### config.mk
export PLATFORM = sky130hd
export DESIGN_NAME = dmem_port_arbiter
export DESIGN_NICKNAME = d
export VERILOG_FILES = /design/src/rtl/dmem_port_arbiter_pkg.sv /design/src/rtl/dmem_port_arbiter.sv
export SDC_FILE = /design/constraint.sdc
export NUM_CORES = 1
export LEC_CHECK = 0
export ABC_CLOCK_PERIOD_IN_PS = 5600
export CORE_AREA = 5 5 107 109
export DETAILED_ROUTE_END_ITERATION = 10
export DIE_AREA = 0 0 112 114
export PLACE_DENSITY = 0.74
export SKIP_CTS_REPAIR_TIMING = 1
export SYNTH_ARGS = -nofsm -noshare
export SYNTH_HDL_FRONTEND = slang
export SYNTH_SLANG_ARGS = --single-unit
### constraint.sdc
create_clock -name clk -period 5.6 [get_ports clk]
set_clock_uncertainty 0.1 [all_clocks]
set_input_delay 0.84 -clock clk [delete_from_list [all_inputs] [get_ports clk]]
set_output_delay 0.84 -clock clk [all_outputs]
set_load 0.02 [all_outputs]
### src/rtl/dmem_port_arbiter_pkg.sv
// rtl/dmem_port_arbiter_pkg.sv - shared MMIO decode and arbiter state encodings
package dmem_port_arbiter_pkg;

  localparam logic [31:0] MMIOBASE = 32'hFFFFF000;
  localparam logic [31:0] MMIOMASK = 32'hFFFFF000;

  typedef enum logic {
    C_OWN = 1'b0,
    D_OWN = 1'b1
  } arb_state_e;

  typedef enum logic [1:0] {
    RD_NONE = 2'd0,
    RD_C    = 2'd1,
    RD_D    = 2'd2
  } rd_src_e;

  function automatic logic is_mmio(input logic [31:0] addr);
    return (addr & MMIOMASK) == (MMIOBASE & MMIOMASK);
  endfunction

endpackage

### src/rtl/dmem_port_arbiter.sv
// rtl/dmem_port_arbiter.sv - shares the single-port dmem between the MEM stage (C) and a debug port (D)
module dmem_port_arbiter
  import dmem_port_arbiter_pkg::*;
#(
  parameter int DBITS        = 32,
  parameter int DMEMADDRBITS = 16,
  parameter int DMEMWORDBITS = 2,
  parameter int STARVEMAX    = 8,
  parameter int LOCKMAX      = 16
) (
  input  logic                                 clk,
  input  logic                                 reset,
  input  logic                                 c_req,
  input  logic                                 c_we,
  input  logic [DBITS-1:0]                     c_addr,
  input  logic [DBITS-1:0]                     c_wdata,
  output logic                                 c_stall,
  output logic                                 c_rvalid,
  output logic [DBITS-1:0]                     c_rdata,
  output logic                                 c_mmio,
  input  logic                                 d_req,
  input  logic                                 d_we,
  input  logic                                 d_lock,
  input  logic [DBITS-1:0]                     d_addr,
  input  logic [DBITS-1:0]                     d_wdata,
  output logic                                 d_gnt,
  output logic                                 d_rvalid,
  output logic [DBITS-1:0]                     d_rdata,
  output logic                                 mem_en,
  output logic                                 mem_we,
  output logic [DMEMADDRBITS-DMEMWORDBITS-1:0] mem_idx,
  output logic [DBITS-1:0]                     mem_wdata,
  input  logic [DBITS-1:0]                     mem_rdata
);

  localparam int SCW = $clog2(STARVEMAX + 1);
  localparam int LCW = $clog2(LOCKMAX);
  localparam logic [SCW-1:0] STARVE_SAT = SCW'(STARVEMAX);
  localparam logic [LCW-1:0] LOCK_LAST  = LCW'(LOCKMAX - 1);

  arb_state_e     state_q, state_d;
  logic [SCW-1:0] starve_cnt_q, starve_cnt_d;
  logic [LCW-1:0] lock_cnt_q, lock_cnt_d;
  rd_src_e        rd_src_q, rd_src_d;

  logic c_acc;
  logic d_ok;
  logic steal;
  logic c_gnt;
  logic d_gnt_w;

  always_comb begin
    // Everything hangs off these three terms, so gating them with reset quiets all outputs.
    c_mmio   = !reset && c_req && is_mmio(32'(c_addr));
    c_acc    = !reset && c_req && !c_mmio;
    d_ok     = !reset && d_req && !is_mmio(32'(d_addr));
    steal    = d_ok && (starve_cnt_q == STARVE_SAT);
    c_gnt    = 1'b0;
    d_gnt_w  = 1'b0;
    state_d  = state_q;

    if (state_q == D_OWN) begin
      d_gnt_w = d_ok;
      c_gnt   = c_acc && !d_ok;
      if (!d_req || (d_gnt_w && !d_lock) || (lock_cnt_q == LOCK_LAST)) begin
        state_d = C_OWN;
      end
    end else begin
      c_gnt   = c_acc && !steal;
      d_gnt_w = d_ok && !c_gnt;
      if (d_gnt_w && d_lock) begin
        state_d = D_OWN;
      end
    end

    // The locking grant itself is lock cycle 0, so LOCKMAX bounds the total D grants.
    lock_cnt_d = (state_d == D_OWN) ? lock_cnt_q + 1'b1 : '0;

    if (!d_req || d_gnt_w) begin
      starve_cnt_d = '0;
    end else if (starve_cnt_q != STARVE_SAT) begin
      starve_cnt_d = starve_cnt_q + 1'b1;
    end else begin
      starve_cnt_d = starve_cnt_q;
    end

    rd_src_d = RD_NONE;
    if (c_gnt && !c_we) begin
      rd_src_d = RD_C;
    end else if (d_gnt_w && !d_we) begin
      rd_src_d = RD_D;
    end

    c_stall   = c_acc && !c_gnt;
    d_gnt     = d_gnt_w;
    mem_en    = c_gnt || d_gnt_w;
    mem_we    = (c_gnt && c_we) || (d_gnt_w && d_we);
    mem_idx   = '0;
    mem_wdata = '0;
    if (c_gnt) begin
      mem_idx   = c_addr[DMEMADDRBITS-1:DMEMWORDBITS];
      mem_wdata = c_wdata;
    end else if (d_gnt_w) begin
      mem_idx   = d_addr[DMEMADDRBITS-1:DMEMWORDBITS];
      mem_wdata = d_wdata;
    end

    c_rvalid = !reset && (rd_src_q == RD_C);
    d_rvalid = !reset && (rd_src_q == RD_D);
    c_rdata  = c_rvalid ? mem_rdata : '0;
    d_rdata  = d_rvalid ? mem_rdata : '0;
  end

  always_ff @(posedge clk) begin
    if (reset) begin
      state_q      <= C_OWN;
      starve_cnt_q <= '0;
      lock_cnt_q   <= '0;
      rd_src_q     <= RD_NONE;
    end else begin
      state_q      <= state_d;
      starve_cnt_q <= starve_cnt_d;
      lock_cnt_q   <= lock_cnt_d;
      rd_src_q     <= rd_src_d;
    end
  end

endmodule

Word level (Yosys, flattened, before mapping)
Cells that the tools add are included.

Bits in latches: 0. Output and inout port bits: 117. Memories: 0. Input bits: 167. Word-level logic and storage cells: 65. Memory bits (writable): 0. Bits in read-only memories: 0. Register bits: 11.

Reduce and logical (&&, ||, !) cells: 37. Equal/unequal tests: 7. Magnitude comparators: 0. Shift-type cells: 0. Add/sub/neg operators: 2. $mul: 0. Div/mod/pow operators: 0. Bitwise gates (word level): 1. Multiplexer cells: 13.

Operators by type and width (number): 2-to-1 mux 32 bit (4); equality test 20 bit (second input constant) (2); 2-to-1 mux 14 bit (2); logical AND 1 bit (18); zero test 1 bit (11); adder 4 x 1 -> 4 bit (second input constant) (2); equality test 4 bit (second input constant) (2); 2-to-1 mux 1 bit (6); OR reduction 2 bit (3); logical OR 1 bit (5); != test 4 bit (second input constant) (1); equality test 2 x 1 -> 1 bit (second input constant) (1); equality test 2 bit (second input constant) (1); 2-to-1 mux 2 bit (1); NOT 1 bit (1).

Logic depth before layout (Yosys ltp)
Word-level depth: 13. Gate-level depth with buffers: 8.

Worst setup path before layout
OpenSTA, ideal clock, no wires.

Path type: in2out. Start: in d_addr[14]. End: out mem_wdata[0]. Data required time: 4660 ps. Arrival: 2154 ps. Slack: 2506 ps. Stages on the path: 6. Buffers on the path: 2. Cells stage by stage: nand4_1 nor3_2 a21oi_2 buf_6 buf_6 o32ai_1.

Cells in the longest elaborated chain, start to end: 11. Elaborated cells on any way between the ends: 14.

Ends and longest elaborated chain: start: declaration (line dmem_port_arbiter.sv:24) `input logic [DBITS-1:0] d_addr,`; equality test 20 bit (*) (line dmem_port_arbiter_pkg.sv:19) `return (addr & MMIOMASK) == (MMIOBASE & MMIOMASK);`; zero test 1 bit (*) (line dmem_port_arbiter.sv:56) `d_ok = !reset && d_req && !is_mmio(32'(d_addr));`; logical AND 1 bit (*) (line dmem_port_arbiter.sv:56); logical AND 1 bit (line dmem_port_arbiter.sv:57) `steal = d_ok && (starve_cnt_q == STARVE_SAT);`; zero test 1 bit (line dmem_port_arbiter.sv:69) `c_gnt = c_acc && !steal;`; logical AND 1 bit (line dmem_port_arbiter.sv:69); zero test 1 bit (line dmem_port_arbiter.sv:70) `d_gnt_w = d_ok && !c_gnt;`; logical AND 1 bit (line dmem_port_arbiter.sv:70); 2-to-1 mux 1 bit (line dmem_port_arbiter.sv:62) `if (state_q == D_OWN) begin`; 2-to-1 mux 32 bit (line dmem_port_arbiter.sv:103) `end else if (d_gnt_w) begin`; 2-to-1 mux 32 bit (*) (line dmem_port_arbiter.sv:100) `if (c_gnt) begin`; end: declaration (line dmem_port_arbiter.sv:32) `output logic [DBITS-1:0] mem_wdata,`.

Mark *: on every way between the ends. The rest lies on a longest branch, timed or not.

Worst setup path after layout
Start: in d_addr[14]. End: out mem_wdata[16].

The elaborated chain is that of the path after synthesis.

==> run metrics <==
Syn Inst Count=about 330; Post-Syn Area=between 0.002 and 0.003 mm2; clk sink count=11; I/O pin cnt=roughly 280; DRT Pass-1 Iters=4; DIE HEIGHT=114 um; clk slew on worst S/H paths=0.05 ns; Slew Limit Fails=0; synthesis warning total=0; Worst Hold Class=reg -> reg; DR vias=approximately 3600; WP data required=4.66 ns; Max Fanout on Critical Path=45; final hold violation count=0; P per Cell Area=86.1 mW/mm2; Seq/Total Area, Yosys=under 10%; predominant post-synthesis flop cell=dfxtp_1; Core Util, Final=52.2%; EDFF count, synth=0; H-tree levels=1; ys async rst share=0%; syn nets=roughly 500; CTS tree=done; WL final=13500 um; WP data arrival=roughly 3.7 ns; GRT Total Usage=19.2%; Clock Path Buffers=2; Initial Util=between 20% and 30%; CP startpoint kind=primary input; number of remaining DRC errors=0; first-pass GRT wire length=20300 um; register bit total from synthesis=11; max-cap violation count=0; run status=complete, no violations; count of cell types in the netlist=a little over 40; 1st-iter DRT viols=about 140; Area Growth Syn to Fin=109%; Crit Path Class=in -> out; number of nets in the layout=approximately 760; CTS Root Cell=clkbuf_8; maximum clock rate=between 200 and 250 MHz; Die X=between 100 and 150 um; worst rel slew slack=approximately a quarter; GP Congestion=approximately 0.9; Core Region=~0.011 mm2; Ant. Diodes=0; Mean Syn Cell Area=7.88 um2; CTS buffer count=3; initial antenna violation count=0; share of cells above drive strength 1=11.6%; total grt overflow=0; DP Wirelength=about 11000 um; Slew @ Worst Pin=around 1.1 ns; Buffers on Ports=279; period utilization=between 80 and 90%; VDD IR max=roughly 0.000074 V; Antenna Nets Post-Route=0; RSZ-0062 raised after global routing=no; die area=around 0.013 mm2; Avg Vias per Cell=around 4.9; Worst setup EP type=output port; Setup TNS=0 ns; largest net degree at the start of global routing=between 50 and 60; cell row count=38; min Tclk post-route=4.66 ns; Final setup viols=0; Wirelength per Cell=around 19 um; Worst-Skew Late Latency=roughly 0.24 ns; vias in the first global route=3533; static leakage=~2.0 nW
## area by class of cell
| class | count | area (um2) |
|---|---|---|
| Multi-Input combinational cell | 232 | 1980 |
| Timing Repair Buffer | 288 | 2870 |
| Sequential cell | 11 | 220 |
| Fill cell | 982 | 5020 |
| Clock buffer | 4 | 45.0 |
| Inverter | 51 | 191 |
| Tap cell | 140 | 175 |
## cell usage in the layout (no fill, tap or decap), types with 2 or more instances in the layout
cell             instances
o32ai_1                 37
o21ai_1                  3
nand4_1                 10
nand2_1                  2
nor3b_2                  2
xnor2_1                  2
o211ai_1                20
nand3b_1                 2
nand3_1                  4
a211oi_1                 4
inv_1                   51
nor4_1                   2
nand2b_1                 4
ha_1                     3
and2_1                  64
o211ai_2                27
xor2_1                   3
nor2_1                   4
clkbuf_8                 3
nor3_1                   3
dfxtp_1                 11
buf_4                    8
o32ai_2                 14
clkdlybuf4s50_1        279
a21oi_1                  4
or2_2                    2
## metrics by stage
stage,setup WS (ns),cells,power [mW],cell area [um2],hold slack [ns]
2_1_floorplan,2.51,333,0.203,2630,0.335
3_3_place_gp,0.993,722,0.392,5440,0.351
5_1_grt,0.825,726,0.498,5490,0.441
4_1_cts,0.934,726,0.476,5490,0.415
3_5_place_dp,0.946,722,0.396,5440,0.392
6_report,0.942,726,0.473,5490,0.422
## worst max-delay path: stages
cell             delay [ns]
clkdlybuf4s50_1        0.53
nand4_1                0.14
or3_2                  0.94
buf_4                  0.34
o211ai_2               0.17
o32ai_2                0.11
clkdlybuf4s50_1        0.60
## where the power goes
group	internal, mW	switching [mW]	total [mW]
clock	0.0499	0.0285	0.0784
sequential	0.0803	0.00188	0.0821
combinational	0.184	0.128	0.312
## synthesized netlist by cell type, types with 2 or more instances
| cell | n | share of area (%) |
|---|---|---|
| a211oi_1 | 4 | 1.1 |
| a21oi_1 | 4 | 0.76 |
| and2_1 | 64 | 15 |
| buf_2 | 12 | 2.3 |
| buf_6 | 13 | 5.6 |
| clkbuf_1 | 13 | 1.9 |
| dfxtp_1 | 11 | 8.4 |
| ha_1 | 3 | 1.4 |
| inv_1 | 51 | 7.3 |
| nand2_1 | 2 | 0.29 |
| nand2b_1 | 4 | 0.95 |
| nand3_1 | 4 | 0.76 |
| nand3b_1 | 2 | 0.57 |
| nand4_1 | 10 | 2.4 |
| nor2_1 | 4 | 0.57 |
| nor2b_1 | 2 | 0.48 |
| nor3_1 | 3 | 0.57 |
| nor3b_1 | 2 | 0.57 |
| nor4_1 | 2 | 0.48 |
| o211ai_1 | 20 | 5.7 |
| o211ai_2 | 27 | 13 |
| o21ai_1 | 3 | 0.57 |
| o21ai_2 | 2 | 0.67 |
| o32ai_1 | 37 | 12 |
| o32ai_2 | 14 | 8.7 |
| or2_2 | 2 | 0.48 |
| xnor2_1 | 2 | 0.67 |
| xor2_1 | 3 | 1.0 |
## layer usage
metal  global-route usage (%)  vias to the layer above  share of wire, %
li1                         -                     1748                 -
met1                     24.0                     1666                41
met2                     35.9                      127                53
met3                     3.08                       12               4.9
met4                     1.92                        0              0.77
met5                        0                        -                 0
## flip-flops by register name, summed over array words and instances, names as in the netlist
name	cells
starve_cnt_q	4
rd_src_q	2
state_q	1
lock_cnt_q	4
## logic make-up after synthesis
kind of cell               synth area share (%)
DFF                                        8.39
xor gates and xnor gates                   1.67
AOI/OAI and AO/OA                          44.5
adders and majority gates                  1.43
and+or+nand+nor                            26.7
buffers and inverters                      17.3
## path summary, 6_finish.rpt
path | slack (ns) | to | startpoint | cells past startpoint
worst min-delay path | 0.42 | lock_cnt_q[0] | lock_cnt_q[0] | 1
worst max register to register | 3.52 | rd_src_q[1] | starve_cnt_q[0] | 6
worst min register to register | 0.42 | lock_cnt_q[0] | lock_cnt_q[0] | 1
worst max-delay path | 0.94 | mem_wdata[16] | d_addr[14] | 7
(Power assumes the default switching activity.)
